File: src/rtl/computer_pkg.sv
// Shared constants and state encoding for the byte computer's program memory loader.
// Latency: n/a (package only).
// Backpressure: n/a.
package computer_pkg;

    localparam int DW    = 8;   // data width
    localparam int AW    = 5;   // address width
    localparam int DEPTH = 32;  // memory words

    typedef enum logic [2:0] {
        ST_CLEAR = 3'd0,
        ST_HDR   = 3'd1,
        ST_LOAD  = 3'd2,
        ST_RUN   = 3'd3,
        ST_DUMP  = 3'd4
    } state_t;

endpackage

File: src/rtl/program_memory_loader_ram.sv
// 32x8 RAM with one synchronous write port and two asynchronous read ports (CPU, dump).
// Latency: write lands at the rising edge; reads are combinational (zero latency).
// Backpressure: none; the write port is owned by the loader's write mux.
//
// Ports:
//   clk                               write clock
//   i_we / i_waddr / i_wdata          single write port
//   i_raddr_cpu  -> o_rdata_cpu       CPU read port
//   i_raddr_dump -> o_rdata_dump      dump read port
module ram32x8
    import computer_pkg::*;
(
    input  logic          clk,
    input  logic          i_we,
    input  logic [AW-1:0] i_waddr,
    input  logic [DW-1:0] i_wdata,
    input  logic [AW-1:0] i_raddr_cpu,
    output logic [DW-1:0] o_rdata_cpu,
    input  logic [AW-1:0] i_raddr_dump,
    output logic [DW-1:0] o_rdata_dump
);

    // Contents are deliberately not reset; the loader zeroes them in CLEAR.
    logic [DW-1:0] r_mem [DEPTH];

    always_ff @(posedge clk) begin
        if (i_we) begin
            r_mem[i_waddr] <= i_wdata;
        end
    end

    assign o_rdata_cpu  = r_mem[i_raddr_cpu];
    assign o_rdata_dump = r_mem[i_raddr_dump];

endmodule

File: src/rtl/program_memory_loader.sv
// Clears memory, loads a program from a byte stream, runs the computer, then dumps all 32 bytes.
// Latency: CLEAR 32 cycles; one byte per handshake in LOAD/DUMP; CPU reads zero-latency.
// Backpressure: in_ready only in HDR/LOAD; dump holds out_data stable until out_ready.
//
// Ports:
//   clk, rst_n                         clock, async active-low reset
//   in_valid/in_ready/in_data          load stream (header byte = len-1, then len bytes)
//   cpu_start/cpu_halt                 run enable to / halt from the computer
//   cpu_addr/cpu_we/cpu_odata/cpu_idata computer memory port
//   out_valid/out_ready/out_data       dump stream
//   run_cycles, timeout, done          run statistics and dump completion pulse
module program_memory_loader
    import computer_pkg::*;
#(
    parameter logic [15:0] RUN_LIMIT = 16'hFFFF
) (
    input  logic          clk,
    input  logic          rst_n,
    input  logic          in_valid,
    output logic          in_ready,
    input  logic [DW-1:0] in_data,
    output logic          cpu_start,
    input  logic          cpu_halt,
    input  logic [AW-1:0] cpu_addr,
    input  logic          cpu_we,
    input  logic [DW-1:0] cpu_odata,
    output logic [DW-1:0] cpu_idata,
    output logic          out_valid,
    input  logic          out_ready,
    output logic [DW-1:0] out_data,
    output logic [15:0]   run_cycles,
    output logic          timeout,
    output logic          done
);

    state_t        r_state, w_next;
    logic [AW-1:0] r_ptr, w_ptr_nxt;
    logic [AW:0]   r_len, w_len_nxt;   // 1..32 needs one extra bit
    logic          r_start;
    logic          r_timeout, w_timeout_nxt;
    logic          r_done, w_done_nxt;
    logic [15:0]   r_run_cycles;

    logic          w_we;
    logic [AW-1:0] w_waddr;
    logic [DW-1:0] w_wdata;
    logic [DW-1:0] w_dump_rd;
    logic          w_in_hs, w_out_hs, w_limit;

    assign in_ready  = (r_state == ST_HDR) || (r_state == ST_LOAD);
    assign out_valid = (r_state == ST_DUMP);
    assign w_in_hs   = in_valid && in_ready;
    assign w_out_hs  = out_valid && out_ready;
    assign w_limit   = (r_run_cycles == RUN_LIMIT);

    // Next state, pointer and the clear/load/CPU write mux.
    always_comb begin
        w_next        = r_state;
        w_ptr_nxt     = r_ptr;
        w_len_nxt     = r_len;
        w_timeout_nxt = r_timeout;
        w_done_nxt    = 1'b0;
        w_we          = 1'b0;
        w_waddr       = r_ptr;
        w_wdata       = '0;
        case (r_state)
            ST_CLEAR: begin
                w_we      = 1'b1;
                w_ptr_nxt = r_ptr + 1'b1;
                if (r_ptr == AW'(DEPTH - 1)) begin
                    w_next = ST_HDR;
                end
            end
            ST_HDR: begin
                if (w_in_hs) begin
                    w_len_nxt = {1'b0, in_data[AW-1:0]} + 1'b1;
                    w_ptr_nxt = '0;
                    w_next    = ST_LOAD;
                end
            end
            ST_LOAD: begin
                if (w_in_hs) begin
                    w_we    = 1'b1;
                    w_wdata = in_data;
                    if ({1'b0, r_ptr} == r_len - 1'b1) begin
                        w_ptr_nxt = '0;
                        w_next    = ST_RUN;
                    end else begin
                        w_ptr_nxt = r_ptr + 1'b1;
                    end
                end
            end
            ST_RUN: begin
                w_we    = cpu_we;
                w_waddr = cpu_addr;
                w_wdata = cpu_odata;
                // Halt has priority over the cycle limit.
                if (cpu_halt) begin
                    w_timeout_nxt = 1'b0;
                    w_next        = ST_DUMP;
                end else if (w_limit) begin
                    w_timeout_nxt = 1'b1;
                    w_next        = ST_DUMP;
                end
            end
            ST_DUMP: begin
                if (w_out_hs) begin
                    w_ptr_nxt = r_ptr + 1'b1;
                    if (r_ptr == AW'(DEPTH - 1)) begin
                        w_done_nxt = 1'b1;
                        w_next     = ST_CLEAR;
                    end
                end
            end
            default: begin
                w_next    = ST_CLEAR;
                w_ptr_nxt = '0;
            end
        endcase
    end

    always_ff @(posedge clk or negedge rst_n) begin
        if (!rst_n) begin
            r_state      <= ST_CLEAR;
            r_ptr        <= '0;
            r_len        <= '0;
            r_start      <= 1'b0;
            r_timeout    <= 1'b0;
            r_done       <= 1'b0;
            r_run_cycles <= '0;
        end else begin
            r_state   <= w_next;
            r_ptr     <= w_ptr_nxt;
            r_len     <= w_len_nxt;
            r_timeout <= w_timeout_nxt;
            r_done    <= w_done_nxt;
            // Registered so it is high exactly on RUN cycles.
            r_start   <= (w_next == ST_RUN);
            if (r_state != ST_RUN && w_next == ST_RUN) begin
                r_run_cycles <= '0;
            end else if (r_state == ST_RUN && !w_limit) begin
                r_run_cycles <= r_run_cycles + 16'd1;
            end
        end
    end

    ram32x8 u_ram (
        .clk          (clk),
        .i_we         (w_we),
        .i_waddr      (w_waddr),
        .i_wdata      (w_wdata),
        .i_raddr_cpu  (cpu_addr),
        .o_rdata_cpu  (cpu_idata),
        .i_raddr_dump (r_ptr),
        .o_rdata_dump (w_dump_rd)
    );

    assign cpu_start  = r_start;
    assign out_data   = out_valid ? w_dump_rd : '0;
    assign run_cycles = r_run_cycles;
    assign timeout    = r_timeout;
    assign done       = r_done;

endmodule

File: config.mk
export PLATFORM = sky130hd
export DESIGN_NAME = program_memory_loader
export DESIGN_NICKNAME = d
export VERILOG_FILES = /design/src/rtl/computer_pkg.sv /design/src/rtl/program_memory_loader_ram.sv /design/src/rtl/program_memory_loader.sv
export SDC_FILE = /design/constraint.sdc
export NUM_CORES = 1
export LEC_CHECK = 0
export ABC_AREA = 0
export CAP_MARGIN = 25
export CELL_PAD_IN_SITES_DETAIL_PLACEMENT = 1
export CELL_PAD_IN_SITES_GLOBAL_PLACEMENT = 1
export CORE_ASPECT_RATIO = 1.4
export CORE_MARGIN = 2
export CORE_UTILIZATION = 35
export DETAILED_ROUTE_END_ITERATION = 10
export DONT_BUFFER_PORTS = 1
export PLACE_DENSITY_LB_ADDON = 0.1
export SLEW_MARGIN = 0
export SYNTH_ARGS = -nofsm -noshare
export SYNTH_HDL_FRONTEND = slang
export SYNTH_SLANG_ARGS = --single-unit
export TNS_END_PERCENT = 5
File: constraint.sdc
create_clock -name clk -period 6.65 [get_ports clk]
set_input_delay 1.995 -clock clk [delete_from_list [all_inputs] [get_ports clk]]
set_output_delay 1.995 -clock clk [all_outputs]
set_load 0.02 [all_outputs]
==> impl_results.rst <==
.. list-table::
   :header-rows: 1

   * - Metric
     - Value
   * - Outcome
     - finished, final reports clean
   * - CP Depth
     - 3
   * - Post-Synthesis Net Count
     - 824
   * - Final max-slew violation count
     - 0
   * - Largest voltage drop on the vdd net
     - 0.1927 mV
   * - Commonest cells after routing, fill and taps aside
     - edfxtp_1, mux4_2, nor2_1, buf_4, nand2_1
   * - Post-route total power
     - 6731 uW
   * - Pin slew with the least headroom to its limit
     - 876.3 ps
   * - Total clock buffers created by CTS
     - 34
   * - Largest fanout of any net on the critical path
     - 68
   * - Post-synthesis to final-layout area growth
     - 15.52%
   * - Area of all placed cells without fillers
     - 16230 sq um
   * - Clock slew seen by the registers of the worst setup and hold paths
     - 60 ps
   * - Fraction of layout cells with a size suffix above 1
     - 33.25%
   * - Total power per unit cell area
     - 414.8 nW/um^2
   * - Path class of the lowest-slack min-delay path
     - reg2reg
   * - Total via count in the routed design
     - 8020
   * - Setup slack of the worst register-to-register path
     - 3550 ps
   * - Leakage power figure
     - 0.005290 uW
   * - Period minus WS final
     - 5489 ps
   * - Overflow left after global routing
     - 0
   * - Clock sink total
     - 289
   * - Worst hold slack after final layout
     - 550.3 ps
   * - Layout Nets
     - 858
   * - Post-synthesis instance total
     - 792
   * - Required @ worst endpoint
     - 4660 ps
   * - CP max stage delay
     - 530 ps
   * - Die outline area
     - 41780 sq um
   * - Maximum achievable frequency
     - 182.2 MHz
   * - Post-detailed-route wirelength per cell
     - 30.34 microns
   * - Count of distinct cell types in the synthesized netlist
     - 55
   * - Worst slew slack as a fraction of its limit
     - 41.58%
   * - Total DRC errors in the routed layout
     - 0
   * - Main flop type after synthesis
     - edfxtp_1
   * - Violation count after the first detailed-routing iteration
     - 734
   * - Final hold vios
     - 0
   * - Ys Warns
     - 0
   * - Die X-Extent
     - 173.3 microns
   * - Most frequent standard cell in the layout excluding fill and tap cells
     - edfxtp_1
   * - Category of the most critical setup path
     - in2out
   * - Post-CTS Hold Fix Bufs
     - 0
   * - Pin count of the biggest net entering global routing
     - 69
   * - Cell seen most often among critical-path stages
     - mux4_2
   * - Post-Synthesis Cell Area
     - 14050 sq um
   * - Clock latency on the worst-skew pair
     - 550 ps
   * - Clock tree from TritonCTS
     - built
   * - Unrepaired setup endpoints after global routing
     - false
   * - Wire length of the first global-routing pass
     - 61.58 mm
   * - Ant. Diodes
     - 0
   * - Count of final setup violators
     - 0
   * - Count of state elements after synthesis
     - 289
   * - Number of flops mapped to enable cells by yosys
     - 256
   * - Starting utilization of the core area
     - 35.57%
   * - Final Wtd Congestion
     - 0.7834
   * - Slowest-stage cell, CP
     - mux4_2
   * - Drt pass-1 iters
     - 5
   * - Critical Path Sink Type
     - primary output
   * - Post-CTS setup repair buffer count
     - 0
   * - Count of antenna-violating nets left after detailed routing
     - 0
   * - CP Data Arrival Time
     - 3490 ps
   * - Site row count
     - 86
   * - Instance count along the most critical hold path
     - 1
   * - Final std cells w/o fill
     - 1379
   * - Antenna violations before repair
     - 0
   * - Crit path buf inv count
     - 0
   * - Setup TNS
     - 0 ps
   * - Global router's overall resource usage
     - 20.49%
   * - Core Area
     - 39490 sq um
   * - Mapped Avg Cell Area
     - 17.74 sq um
   * - Cell-by-cell trace of the critical path
     - mux4_2 > mux4_2 > mux2_2
   * - DPL Wire Length
     - 26.75 mm
   * - Worst reg2reg path depth
     - 7
   * - CTS root buffer
     - clkbuf_16
   * - Post-placement cell area
     - 14970 sq um
   * - Maximum clock skew at final layout
     - 19.42 ps
   * - Number of global-route vias before repair
     - 8807
   * - Routed via count divided by cell count
     - 5.816
   * - Fraction of the yosys area taken by sequential cells
     - 60.60%
   * - Max-capacitance violation count
     - 0
   * - Maximum root-to-sink buffer count
     - 3
   * - # IOs
     - 64
   * - Post-synth ARST share
     - 11.42%
   * - H-tree depth
     - 2
   * - Post-cts gate resize count
     - 0
   * - Die Y-Extent
     - 241.1 microns
   * - Critical path startpoint category
     - primary input
   * - Placed instance count
     - 1313
   * - Top delay family on crit path
     - multiplexers
   * - Period Utilization, post-route
     - 82.54%
   * - Port buffer count
     - 0
   * - DRT Wirelength
     - 41.84 mm
[per-layer routing]
layer	share of wire (%)	GRT usage, %	vias to the layer above
met5	0	0	-
met4	3.0	7.062	0
met3	5.2	3.828	66
met2	52	35.49	240
met1	40	25.95	4337
li1	-	-	3377
[area by class of cell]
type / instances / area (sq um)
clock buffers: 40 / 873.3
clock inverters: 21 / 290.3
fillers: 3853 / 23260
inverters: 10 / 37.54
multi-input cells: 437 / 5253
flip-flops and latches: 289 / 8519
well taps: 528 / 660.6
repair buffers: 54 / 595.6
[worst register-to-register path: stages, from the launching register on]
cell and delay (ps):
dfrtp_1 650, nand3b_1 500, buf_4 330, nand3_1 100, o21ai_1 100, nand2_1 240
nor2_1 660, buf_6 230
[power breakdown]
group | internal (uW) | total (uW) | switching [uW]
Sequential | 2320 | 2660 | 341
Clock | 1190 | 1980 | 793
Combinational | 981 | 2090 | 1110
[through the flow]
stage / worst slack (ps) / utilization, %
6_report: 1161 / 41.10
5_1_grt: 1170 / 41.10
4_1_cts: 1037 / 40.85
3_5_place_dp: 1208 / 37.90
3_3_place_gp: 1214 / 37.35
2_1_floorplan: 747.4 / -
[final timing paths]
| kind | from | end |
|---|---|---|
| max in group asynchronous | rst_n | r_ptr[1] |
| max reg2reg | r_state[2] | u_ram.r_mem[27][3] |
| min in group asynchronous | rst_n | run_cycles[14] |
| max | cpu_addr[0] | cpu_idata[3] |
| min reg2reg | r_len[5] | r_len[5] |
| min | r_len[5] | r_len[5] |
[flip-flops by register name (all words and copies together), names as in the netlist]
signal / cells
u_ram.r_mem: 256
r_len: 6
done: 1
timeout: 1
cpu_start: 1
r_state: 3
run_cycles: 16
r_ptr: 5
[cells by family after synthesis]
| family | Yosys count | share of synthesized area [%] |
|---|---|---|
| buffers and inverters | 66 | 2.048 |
| xor gates and xnor gates | 9 | 0.5611 |
| and+or+nand+nor | 166 | 5.656 |
| AOI/OAI and AO/OA | 84 | 4.026 |
| DFF | 289 | 60.60 |
| muxes | 172 | 26.59 |
| adders and majority gates | 6 | 0.5166 |
[synth_stat cells, types with 2 or more instances]
master | count | area, sq um
xor2_1 | 3 | 26.28
nor4_1 | 2 | 12.51
nor3_2 | 2 | 20.02
and2_1 | 2 | 12.51
mux4_2 | 160 | 3603
clkbuf_1 | 35 | 131.4
o21ai_0 | 8 | 40.04
nand2b_1 | 3 | 18.77
inv_2 | 2 | 7.510
nor2b_1 | 4 | 25.02
nand2_1 | 37 | 138.9
a211oi_1 | 3 | 22.52
and3_1 | 6 | 37.54
o211ai_1 | 9 | 67.56
edfxtp_1 | 256 | 7687
o2111ai_1 | 2 | 17.52
a21oi_1 | 13 | 65.06
dfrtp_1 | 33 | 825.8
xnor2_1 | 6 | 52.55
or3_1 | 3 | 18.77
and3b_1 | 2 | 17.52
nand3_1 | 14 | 70.07
buf_6 | 3 | 33.78
nor3b_1 | 7 | 52.55
buf_1 | 4 | 15.01
nor2_1 | 57 | 214.0
clkinv_1 | 2 | 7.510
a22o_1 | 16 | 140.1
nand4_1 | 4 | 25.02
a21boi_0 | 2 | 15.01
ha_1 | 5 | 62.56
buf_2 | 14 | 70.07
nor3_1 | 16 | 80.08
mux2_2 | 10 | 112.6
a31oi_1 | 3 | 18.77
nand3b_1 | 3 | 22.52
inv_1 | 6 | 22.52
o31ai_1 | 2 | 15.01
mux2i_1 | 2 | 20.02
o21ai_1 | 16 | 80.08
No activity file was read; power rests on OpenSTA's default activity.
